[config.mk]
export PLATFORM = sky130hd
export DESIGN_NAME = fpga_config_ctrl
export DESIGN_NICKNAME = d
export VERILOG_FILES = /design/src/rtl/fpga_config_ctrl.sv
export SDC_FILE = /design/constraint.sdc
export NUM_CORES = 1
export LEC_CHECK = 0
export CAP_MARGIN = 0
export CORE_AREA = 2 2 272 274
export CTS_CLUSTER_SIZE = 25
export DETAILED_ROUTE_END_ITERATION = 7
export DIE_AREA = 0 0 274 276
export PLACE_DENSITY_LB_ADDON = 0.2
export SETUP_SLACK_MARGIN = 0.02
export SLEW_MARGIN = 20
export SYNTH_ARGS = -nofsm -noshare
export SYNTH_HDL_FRONTEND = slang
export SYNTH_SLANG_ARGS = --single-unit
[constraint.sdc]
create_clock -name clock -period 2.7 [get_ports clock]
set_input_delay 0.27 -clock clock [delete_from_list [all_inputs] [get_ports clock]]
set_output_delay 0.27 -clock clock [all_outputs]
set_load 0.05 [all_outputs]
[src/rtl/fpga_config_ctrl.sv]
// Configuration sequencer: assembles narrow bitstream words into full frames,
// strobes each frame into the fabric, then releases ff_en and rdy after settle delays.
module fpga_config_ctrl #(
    parameter int FRAME_W       = 384,
    parameter int NUM_FRAMES    = 267,
    parameter int WORD_W        = 32,
    parameter int SETTLE_CYCLES = 10,
    localparam int IDX_W        = (NUM_FRAMES > 1) ? $clog2(NUM_FRAMES) : 1
) (
    input  logic                  clock,
    input  logic                  rst,
    input  logic                  start,
    input  logic                  abort,
    input  logic [WORD_W-1:0]     s_data,
    input  logic                  s_valid,
    output logic                  s_ready,
    output logic [FRAME_W-1:0]    configs_in,
    output logic [NUM_FRAMES-1:0] configs_en,
    output logic                  ff_en,
    output logic                  rdy,
    output logic                  busy,
    output logic [IDX_W-1:0]      frame_idx
);

    localparam int WPF   = FRAME_W / WORD_W;
    localparam int WC_W  = (WPF > 1) ? $clog2(WPF) : 1;
    localparam int CNT_W = (SETTLE_CYCLES > 1) ? $clog2(SETTLE_CYCLES) : 1;

    typedef enum logic [2:0] {
        IDLE   = 3'd0,
        LOAD   = 3'd1,
        WRITE  = 3'd2,
        SETTLE = 3'd3,
        ARM    = 3'd4,
        READY  = 3'd5
    } state_t;

    state_t                  state_q, state_d;
    logic [WC_W-1:0]         word_cnt_q, word_cnt_d;
    logic [IDX_W-1:0]        frame_idx_q, frame_idx_d;
    logic [CNT_W-1:0]        cnt_q, cnt_d;
    logic [FRAME_W-1:0]      configs_in_q, configs_in_d;
    logic [NUM_FRAMES-1:0]   configs_en_q, configs_en_d;
    logic                    ff_en_q, rdy_q, busy_q;
    logic                    accept;

    // abort masks the handshake so a word offered in the abort cycle is never taken
    assign s_ready = (state_q == LOAD) && !abort;
    assign accept  = s_ready && s_valid;

    always_comb begin
        state_d      = state_q;
        word_cnt_d   = word_cnt_q;
        frame_idx_d  = frame_idx_q;
        cnt_d        = cnt_q;
        configs_in_d = configs_in_q;

        if (accept) begin
            configs_in_d = (configs_in_q << WORD_W) | FRAME_W'(s_data);
        end

        case (state_q)
            IDLE, READY: begin
                if (start) begin
                    state_d     = LOAD;
                    word_cnt_d  = '0;
                    frame_idx_d = '0;
                    cnt_d       = '0;
                end
            end
            LOAD: begin
                if (accept) begin
                    if (word_cnt_q == WC_W'(WPF - 1)) begin
                        word_cnt_d = '0;
                        state_d    = WRITE;
                    end else begin
                        word_cnt_d = word_cnt_q + WC_W'(1);
                    end
                end
            end
            WRITE: begin
                if (frame_idx_q == IDX_W'(NUM_FRAMES - 1)) begin
                    state_d = SETTLE;
                    cnt_d   = '0;
                end else begin
                    frame_idx_d = frame_idx_q + IDX_W'(1);
                    state_d     = LOAD;
                end
            end
            SETTLE, ARM: begin
                if (cnt_q == CNT_W'(SETTLE_CYCLES - 1)) begin
                    cnt_d   = '0;
                    state_d = (state_q == SETTLE) ? ARM : READY;
                end else begin
                    cnt_d = cnt_q + CNT_W'(1);
                end
            end
            default: state_d = IDLE;
        endcase

        // Cancel any in-progress load; the assembled frame data is kept
        if (abort && (state_q inside {LOAD, WRITE, SETTLE, ARM})) begin
            state_d     = IDLE;
            word_cnt_d  = '0;
            frame_idx_d = '0;
            cnt_d       = '0;
        end
    end

    // Strobe is decoded from the next state so it is registered and aligned with WRITE
    for (genvar gi = 0; gi < NUM_FRAMES; gi++) begin : g_en
        assign configs_en_d[gi] = (state_d == WRITE) && (frame_idx_d == IDX_W'(gi));
    end

    always_ff @(posedge clock or negedge rst) begin
        if (!rst) begin
            state_q      <= IDLE;
            word_cnt_q   <= '0;
            frame_idx_q  <= '0;
            cnt_q        <= '0;
            configs_in_q <= '0;
            configs_en_q <= '0;
            ff_en_q      <= 1'b0;
            rdy_q        <= 1'b0;
            busy_q       <= 1'b0;
        end else begin
            state_q      <= state_d;
            word_cnt_q   <= word_cnt_d;
            frame_idx_q  <= frame_idx_d;
            cnt_q        <= cnt_d;
            configs_in_q <= configs_in_d;
            configs_en_q <= configs_en_d;
            ff_en_q      <= (state_d == ARM) || (state_d == READY);
            rdy_q        <= (state_d == READY);
            busy_q       <= state_d inside {LOAD, WRITE, SETTLE, ARM};
        end
    end

    assign configs_in = configs_in_q;
    assign configs_en = configs_en_q;
    assign ff_en      = ff_en_q;
    assign rdy        = rdy_q;
    assign busy       = busy_q;
    assign frame_idx  = frame_idx_q;

endmodule
Word-level counts from Yosys, hierarchy flattened
Cells that the tools add are included.
{"block": "word_totals", "latch_bits": 0, "romBits": 0, "wordCells": 598, "in_bits": 37, "register_bits": 674, "out_inout_bits": 664, "ramBits": 0, "n_memories": 0}
{"block": "classes", "n_reduce_logical": 282, "bitwise_logic": 1, "shift": 0, "eq_ne": 282, "n_lt_le_gt_ge": 0, "n_mux": 21, "add_sub_neg": 3, "div": 0, "n_mul": 0}
{"op": "equality test 9 x 8 -> 1 bit, second input constant", "count": 128}
{"op": "equality test 9 x 7 -> 1 bit, second input constant", "count": 64}
{"op": "bitwise OR 384 x 32 -> 384 bit", "count": 1}
{"op": "equality test 9 x 6 -> 1 bit, second input constant", "count": 32}
{"op": "logical AND 1 bit", "count": 270}
{"op": "equality test 9 x 5 -> 1 bit, second input constant", "count": 16}
{"op": "equality test 9 bit, second input constant", "count": 12}
{"op": "equality test 9 x 4 -> 1 bit, second input constant", "count": 8}
{"op": "equality test 9 x 3 -> 1 bit, second input constant", "count": 4}
{"op": "two-way mux 4 bit", "count": 7}
{"op": "two-way mux 9 bit", "count": 3}
{"op": "equality test 9 x 2 -> 1 bit, second input constant", "count": 2}
{"op": "case mux 9 bit (2 select lines)", "count": 1}
{"op": "two-way mux 3 bit", "count": 5}
{"op": "equality test 3 x 2 -> 1 bit, second input constant", "count": 4}
{"op": "equality test 3 bit, second input constant", "count": 4}
{"op": "case mux 3 bit (4 select lines)", "count": 1}
{"op": "case mux 4 bit (3 select lines)", "count": 1}
{"op": "nonzero test 4 bit", "count": 3}
{"op": "adder 9 x 1 -> 9 bit, second input constant", "count": 1}
{"op": "equality test 9 x 1 -> 1 bit, second input constant", "count": 1}
{"op": "zero test 9 bit", "count": 1}
{"op": "adder 4 x 1 -> 4 bit, second input constant", "count": 2}
{"op": "equality test 4 bit, second input constant", "count": 2}
{"op": "12 further kinds", "count": 16}

Depth between registers and ports, before layout
Gate-level depths: netlist of run 1.
{"block": "depth", "word_depth": 8, "depth_mapped": 10}

Worst setup path before layout of run 1
OpenSTA, ideal clock, no wires.
{"block": "synth_path", "path_type": "reg2reg", "start": "reg state_q[2]", "end": "reg configs_en_q[129] (netlist: configs_en[129])", "t_arrival_ns": 2.745, "stages_incl_launch_ff": 10, "path_buffers": 3, "path_slack_ns": -0.118, "setup_time_ns": 0.074, "path_cell_list": "dfrtp_1 > buf_2 > nor4b_4 > and2_1 > buf_2 > nand2_1 > nor4b_4 > nand4_2 > buf_2 > nor2_1"}
{"block": "synth_between", "elab_chain_cells": 8, "elab_cells_between_ends": 24, "cone_classes": "7 x eq/ne; 9 x mux; 8 x reduce/logical"}
{"item": "start: declaration", "line": "38", "source": "state_t state_q, state_d;"}
{"item": "start signal: assignment", "line": "127", "source": "state_q <= state_d;"}
{"item": "equality test 3 x 1 -> 1 bit", "line": "48", "source": "assign s_ready = (state_q == LOAD) && !abort;"}
{"item": "logical AND 1 bit", "line": "48"}
{"item": "via s_ready", "line": "16", "source": "output logic s_ready,"}
{"item": "logical AND 1 bit", "line": "49", "source": "assign accept = s_ready && s_valid;"}
{"item": "two-way mux 3 bit", "line": "72", "source": "if (accept) begin"}
{"item": "case mux 3 bit (4 select lines)", "line": "62", "source": "case (state_q)"}
{"item": "two-way mux 3 bit", "line": "102", "source": "if (abort && (state_q inside {LOAD, WRITE, SETTLE, ARM})) begin"}
{"item": "equality test 3 x 2 -> 1 bit", "line": "112", "source": "assign configs_en_d[gi] = (state_d == WRITE) && (frame_idx_d == IDX_W'(gi));"}
{"item": "logical AND 1 bit", "line": "112"}
{"item": "via configs_en_d[129]", "line": "43", "source": "logic [NUM_FRAMES-1:0] configs_en_q, configs_en_d;"}
{"item": "end signal: assignment", "line": "132", "source": "configs_en_q <= configs_en_d;"}
{"item": "end: declaration", "line": "43"}
The timed path passes the listed nets, and every way through them passes these cells.
A chain may end at the register's enable or synchronous reset.

Worst setup path after layout of run 1
{"block": "layout_path", "start": "reg state_q[1]", "end": "reg configs_en_q[75] (netlist: configs_en[75])"}
{"block": "layout_between", "elab_chain_cells": 8, "elab_cells_between_ends": 24, "cone_classes": "7 x eq/ne; 9 x mux; 8 x reduce/logical"}
{"item": "equality test 3 x 1 -> 1 bit", "line": "48, 62, 102"}
{"item": "logical AND 1 bit", "line": "48"}
{"item": "logical AND 1 bit", "line": "49"}
{"item": "two-way mux 3 bit", "line": "72"}
{"item": "case mux 3 bit (4 select lines)", "line": "62"}
{"item": "two-way mux 3 bit", "line": "102"}
{"item": "equality test 3 x 2 -> 1 bit", "line": "112"}
{"item": "logical AND 1 bit (*)", "line": "112"}
{"item": "via configs_en_d[75]", "line": "43"}
The timed path passes the listed nets; every way through them passes the cells marked *.

==> run summary, run 1 <==
### Floorplan
* 99 — number of rows created at floorplan
* 701 — number of I/O pins
* 72600 um2 — Floorplan Core Area
* 274 um — x dimension of the die
* 75600 um2 — area of the die
* 276 um — Chip Height
* 33.4% — initial core utilization

### STA
* 2.55 ns — clock period minus final worst setup slack
* 0 — Final Slew Violations
* 0.0275 ns — setup skew after layout
* 94.5% — post-route clock period utilization
* 392 MHz — maximum achievable frequency
* 0.803 ns — Worst Max-Slew Pin Slew
* 0.190 ns — worst slack on hold paths
* 0.148 ns — setup slack of the critical path after layout
* 0 — number of hold violations in the final report
* true — setup repair after global routing missed its margin
* 46.4% — Relative slew margins
* 0 — total setup violations reported at the end of the flow

### Pwr
* 35.2 mW — PnR Total Power
* 0.000613 V — maximum resistive drop on vdd
* 990 nW/um2 — power density over the cells
* 39.5% — Sw Ratio
* 21.3 mW — internal power consumption
* 32.6% — Combinational Power Share
* 37.8% — register share of total power
* 13.9 mW — switching component of the power
* 17.3 nW — Static Leak
* 29.6% — portion of total power attributed to the clock network

### Placed design
* 700 — number of buffers added on ports
* 33100 um2 — Post-Place Cell Area
* -0.00261 ns — setup slack after placement
* 0.880 — routability-driven placement congestion ratio
* 62800 um — detailed placer's ending HPWL

### Cells and area
* 3249 — net count reported at finish
* 7.47% — share of post-route cells with drive strength above 1
* 49.0% — final cell utilization of the core
* 1189 x sky130_fd_sc_hd__nand2_1, 698 x sky130_fd_sc_hd__clkdlybuf4s50_1, 674 x sky130_fd_sc_hd__dfrtp_1 — commonest non-fill, non-tap cells in the layout
* sky130_fd_sc_hd__nand2_1 — most common cell after layout, fill and taps aside
* 46.7% — area growth from synthesis to layout
* 6773 — filler instances
* 35600 um2 — final instance area
* 0 — count of antenna diodes in the layout

### Clock tree
* 3 — CTS H-Tree Depth
* sky130_fd_sc_hd__clkbuf_16 — root buf cell
* 0.61 ns — clock latency on the worst-skew pair
* yes — TritonCTS clock tree
* 674 — clock sink count
* 3 — maximum number of buffers from clock root to sink
* 0.07 ns — clock-pin transition on the worst setup and hold timing paths
* 75 — number of clock buffers inserted by TritonCTS

### Worst setup path
* configs_en[75] — Reg2Reg Capture Point
* 3.08 ns — arrival time of the worst setup path
* 0.15 ns — minimum setup slack among reg-to-reg paths
* 3.23 ns — Req. time, crit path
* register — Setup crit start kind
* 16 — critical path fanouts, max
* register — crit path capture type
* state_q[1] — Critical Path Source
* state_q[1] — startpoint of the lowest-slack register-to-register path
* configs_en[75] — capturing instance or port of the critical path
* 6 — cells on worst reg2reg path
* register to register — critical path start-end classification

### Routing
* 4.63 — Vias/cell
* 0 — antenna violation net count after detailed routing
* 19511 — total via count after detailed routing
* 20.5 um — detailed-route wire length per cell
* 5 — Initial DRT Pass Iterations
* 0 — DRC violation count after routing
* 86300 um — Routed WL
* 1324 — initial detailed-routing violation count

### Synthesis
* sky130_fd_sc_hd__dfrtp_1 — most frequently used flop master after synthesis
* 9.84 um2 — mean post-synth cell area
* 24300 um2 — Cell Area, Synth
* 69.5% — part of the Yosys area used for sequential elements
* 100% — async set-or-reset flop fraction in the synthesized netlist
* 2467 — Post-Synthesis Cells
* 65 — post-synth cell types
* 0 — Yosys warning total
* 0 — number of flops mapped to enable cells by yosys
* 674 — number of register bits inferred by synthesis
* 2509 — total nets after synthesis

### Global route
* 19921 — via count of the first global-routing pass
* 22.7% — global routing usage summed across all routing layers
* 113 — largest net degree at the start of global routing
* 0 — leftover overflow at the end of global routing
* 129000 um — global-route wire length before repair
* 1 — initial antenna violation count

### Run status
* finished clean — result of the run

### Min path
* input port to register — kind of path behind the tightest hold check

### Run
* 0 — count of max-cap constraint violations

[power by group through the flow]
stage	registers (mW)	clock network, mW	logic [mW]
after floorplan	18.5	0	1.50
after global placement	13.4	0	11.5
after detailed placement	13.5	0	11.6
after CTS	13.3	10.7	11.6
after global routing	13.5	11.1	12.0
final	13.3	10.4	11.5
[cells in the mapped netlist, types with 5 or more instances]
library cell | n | share of area (%)
sky130_fd_sc_hd__inv_1 | 8 | 0.12
sky130_fd_sc_hd__or3_1 | 6 | 0.15
sky130_fd_sc_hd__nor2_1 | 285 | 4.4
sky130_fd_sc_hd__nand3_1 | 20 | 0.41
sky130_fd_sc_hd__a21o_1 | 5 | 0.15
sky130_fd_sc_hd__o21ai_1 | 5 | 0.10
sky130_fd_sc_hd__nand2b_1 | 6 | 0.15
sky130_fd_sc_hd__clkbuf_1 | 113 | 1.7
sky130_fd_sc_hd__buf_2 | 17 | 0.35
sky130_fd_sc_hd__nor3_1 | 7 | 0.14
sky130_fd_sc_hd__ha_1 | 5 | 0.26
sky130_fd_sc_hd__dfrtp_1 | 674 | 69
sky130_fd_sc_hd__a21oi_1 | 17 | 0.35
sky130_fd_sc_hd__nand2_1 | 1191 | 18
sky130_fd_sc_hd__o21ai_0 | 19 | 0.39
sky130_fd_sc_hd__nor2b_1 | 7 | 0.18
sky130_fd_sc_hd__o211ai_1 | 5 | 0.15
[per-layer routing]
layer / routed length, um / share of wire (%) / track usage (%)
met1: 34600 / 40 / 27.8
met2: 42500 / 49 / 38.0
met3: 4980 / 5.8 / 4.54
met4: 4140 / 4.8 / 10.9
met5: 7 / 0.0081 / 0
[cell families (layout without fill, tap and decap cells)]
| logic type | after synthesis | count (layout) | synth area share [%] |
|---|---|---|---|
| adder cells (fa/ha/maj) | 5 | 5 | 0.258 |
| XOR/XNOR | 3 | 3 | 0.108 |
| buffers and inverters | 144 | 931 | 2.44 |
| AO/OA/AOI/OAI | 78 | 78 | 2.17 |
| multiplexers | 1 | 1 | 0.0412 |
| AND/OR/NAND/NOR | 1562 | 1562 | 25.5 |
| flip-flops | 674 | 674 | 69.5 |
[repair_timing]
item / 4_1_cts / 5_1_grt
setup endpoints to repair: 0 / 156
hold buffers: 1 / 0
setup buffers: 0 / 1
gates resized for setup: 0 / 5
hold endpoints to repair: 50 / 0
[state kept, by name, indices dropped and copies added, names as in the netlist]
name        cells
frame_idx       9
busy            1
configs_en    267
rdy             1
word_cnt_q      4
ff_en           1
configs_in    384
cnt_q           4
state_q         3
[layout make-up]
cell class	instances	area (um2)	share of cell area [%]
Clock buffer	99	2120	5.95
Clock inverter	25	382	1.07
Inverter	9	33.8	0.0949
Multi-Input combinational cell	1649	6860	19.3
Sequential cell	674	16900	47.4
Tap cell	959	1200	3.37
Timing Repair Buffer	798	8140	22.9
[how the worst min path moves through the flow]
stage | start | cells past startpoint | end
final | s_data[1] | 3 | configs_in[1]
after global routing | s_data[4] | 3 | configs_in[4]
after CTS | s_data[1] | 3 | configs_in[1]
after detailed placement | rst | 1 | configs_in[364]
after global placement | rst | 1 | configs_in[352]
after floorplan | rst | 0 | busy
[critical path, cell delays in order, from the launching register on]
cell                       delay (ns)
sky130_fd_sc_hd__dfrtp_1         0.45
sky130_fd_sc_hd__or3b_1          0.55
sky130_fd_sc_hd__or3_4           0.48
sky130_fd_sc_hd__a211oi_4        0.24
sky130_fd_sc_hd__buf_4           0.23
sky130_fd_sc_hd__nand3_4         0.29
sky130_fd_sc_hd__nor2_1          0.21
[through the flow]
stage                     cells  setup TNS (ns)
after floorplan            2467               0
after global placement     4087               0
after detailed placement   4087        -0.00430
after CTS                  4212               0
after global routing       4213               0
final                      4213               0
No activity file was read; power rests on OpenSTA's default activity.
==> inputs of run 2 (changes only) <==
Settings changed: CORE_AREA 2 2 272 274 to 2 2 274 276, DIE_AREA 0 0 274 276 to 0 0 276 278, DONT_BUFFER_PORTS set to 1.
==> run 2 against run 1 <==
- the flow now finishes with violations (design-rule violations, negative hold slack)
- power fell by 8.7%
- via count fell by 13%
- cell count fell by 16%
- hold slack got worse by 0.84 ns
- sequential share of layout area rose by 11 points
- clock power barely moved
- critical endpoint is now configs_en[111]
==> run summary, run 2 (same netlist as run 1, synthesis figures left out) <==
### STA
* 0 — Final Slew Violations
* 1.07 ns — Worst Max-Slew Pin Slew
* 0.0326 ns — setup skew after layout
* 0 — total setup violations reported at the end of the flow
* 0 ns — total negative slack for setup checks
* 2.55 ns — clock period minus final worst setup slack
* -0.653 ns — worst slack on hold paths
* 391 MHz — maximum achievable frequency
* false — setup repair after global routing missed its margin
* 210 — number of hold violations in the final report
* 94.6% — post-route clock period utilization
* 29.0% — Relative slew margins

### Worst setup path
* register — crit path capture type
* buf_4 > nor3b_2 > buf_4 > o2111ai_1 > a21oi_1 > a21boi_2 > nand3_1 > buf_4 > nor2_1 — cell breakdown of the critical path
* state_q[0] — Critical Path Source
* 3.09 ns — arrival time of the worst setup path
* configs_en[111] — Reg2Reg Capture Point
* 15 — critical path fanouts, max
* 9 — Stages on worst setup path
* register to register — critical path start-end classification
* state_q[0] — startpoint of the lowest-slack register-to-register path
* 3.24 ns — Req. time, crit path
* register — Setup crit start kind
* compound AO/OA/AOI/OAI gates — delay-heaviest family, CP
* sky130_fd_sc_hd__buf_4 — most frequent cell on the critical path
* 3 — number of buffers and inverters on the critical path
* sky130_fd_sc_hd__dfrtp_1 — library cell contributing the largest single delay on the critical path
* 9 — cells on worst reg2reg path
* 0.40 ns — slowest cell delay on critical path
* configs_en[111] — capturing instance or port of the critical path
* 0.15 ns — minimum setup slack among reg-to-reg paths

### Clock tree
* 674 — clock sink count
* 34 — cts hold-fix bufs
* 3 — maximum number of buffers from clock root to sink
* 0.61 ns — clock latency on the worst-skew pair
* 3 — CTS H-Tree Depth
* yes — TritonCTS clock tree
* sky130_fd_sc_hd__clkbuf_16 — root buf cell
* 76 — number of clock buffers inserted by TritonCTS
* 0.06 ns — clock-pin transition on the worst setup and hold timing paths

### Routing
* 0 — antenna violation net count after detailed routing
* 7 — Initial DRT Pass Iterations
* 1667 — initial detailed-routing violation count
* 79800 um — Routed WL
* 4.78 — Vias/cell
* 40 — DRC violation count after routing
* 22.5 um — detailed-route wire length per cell
* 16977 — total via count after detailed routing

### Placed design
* 0.908 — routability-driven placement congestion ratio
* 0 — number of buffers added on ports
* 55700 um — detailed placer's ending HPWL
* 3375 — placed instance count

### Min path
* input port to async pin — kind of path behind the tightest hold check

### Run status
* finished with violations — result of the run
* design-rule violations, negative hold slack — failing checks

### Run
* 0 — count of max-cap constraint violations

### Pwr
* 14.9 nW — Static Leak
* 18.6 mW — internal power consumption
* 0.000516 V — maximum resistive drop on vdd
* 42.2% — Sw Ratio
* 1120 nW/um2 — power density over the cells
* 32.2 mW — PnR Total Power
* 60.9% — register share of total power
* 13.6 mW — switching component of the power
* 6.5% — Combinational Power Share
* 32.6% — portion of total power attributed to the clock network

### Global route
* 0 — leftover overflow at the end of global routing
* 118000 um — global-route wire length before repair
* 17079 — via count of the first global-routing pass
* 1 — initial antenna violation count
* 675 — largest net degree at the start of global routing
* 20.5% — global routing usage summed across all routing layers

### Floorplan
* 76700 um2 — area of the die
* 276 um — x dimension of the die
* 32.9% — initial core utilization
* 278 um — Chip Height
* 701 — number of I/O pins
* 100 — number of rows created at floorplan
* 73800 um2 — Floorplan Core Area

### Cells and area
* 18.2% — area growth from synthesis to layout
* 2565 — net count reported at finish
* 1189 x sky130_fd_sc_hd__nand2_1, 674 x sky130_fd_sc_hd__dfrtp_1, 285 x sky130_fd_sc_hd__nor2_1 — commonest non-fill, non-tap cells in the layout
* 3549 — number of standard cells in the layout, taps in and fillers out
* 8.68% — share of post-route cells with drive strength above 1
* 7318 — filler instances
* 16900 um2 — FF+latch area
* 384 — number of flip-flops under the largest register name
* 0 — count of antenna diodes in the layout
* sky130_fd_sc_hd__nand2_1 — most common cell after layout, fill and taps aside
* 6850 um2 — area taken by multi-input logic gates

==> run 2: repair_timing <==
action / in CTS / in global routing
hold endpoints to repair: 713 / 210
resized for setup: 0 / 1
setup buffers: 0 / 1
setup endpoints to repair: 0 / 3
==> run 2: final cells by class <==
cell class | instances | share of cell area, %
Clock buffer | 109 | 7.51
Multi-Input combinational cell | 1649 | 23.9
Inverter | 9 | 0.118
Sequential cell | 674 | 58.8
Timing Repair Buffer | 113 | 4.10
Clock inverter | 26 | 1.38
Tap cell | 969 | 4.23
==> run 2: worst register-to-register path, cell delays in order, from the launching register on <==
cell	delay [ns]
sky130_fd_sc_hd__dfrtp_1	0.40
sky130_fd_sc_hd__buf_4	0.20
sky130_fd_sc_hd__nor3b_2	0.19
sky130_fd_sc_hd__buf_4	0.19
sky130_fd_sc_hd__o2111ai_1	0.20
sky130_fd_sc_hd__a21oi_1	0.34
sky130_fd_sc_hd__a21boi_2	0.37
sky130_fd_sc_hd__nand3_1	0.19
sky130_fd_sc_hd__buf_4	0.25
sky130_fd_sc_hd__nor2_1	0.15
==> run 2: worst min-delay path by stage <==
stage,cells after the start,slack (ns),startpoint,to
after global routing,0,-0.69,rst,configs_in[363]
after global placement,0,-0.006,rst,configs_in[354]
after floorplan,0,-0.03,rst,busy
after CTS,0,-0.68,rst,configs_in[321]
final,0,-0.65,rst,configs_in[363]
after detailed placement,0,-0.005,rst,configs_in[363]
==> run 2: routing by layer <==
layer	vias up	share of wire [%]	track usage, %
li1	7723	-	-
met5	-	0	0
met2	634	49	34.0
met4	0	3.9	8.10
met1	8460	38	24.4
met3	160	8.5	7.14
==> run 2: through the flow <==
step / utilization [%] / worst slack (ns) / area (um2)
after detailed placement: 34.8 / 0.225 / 25700
after global placement: 34.8 / 0.260 / 25700
after floorplan: - / 0.0219 / 24300
after CTS: 38.7 / 0.192 / 28600
final: 38.9 / 0.145 / 28700
after global routing: 38.9 / 0.0591 / 28700
==> run 2: power groups by stage <==
stage	clock, mW	sequential (mW)	combinational, mW
CTS	10.7	19.6	1.92
finish	10.5	19.6	2.10
global placement	0	19.8	1.79
detailed placement	0	19.9	1.86
global route	11.2	19.8	2.53
floorplan	0	18.5	1.50
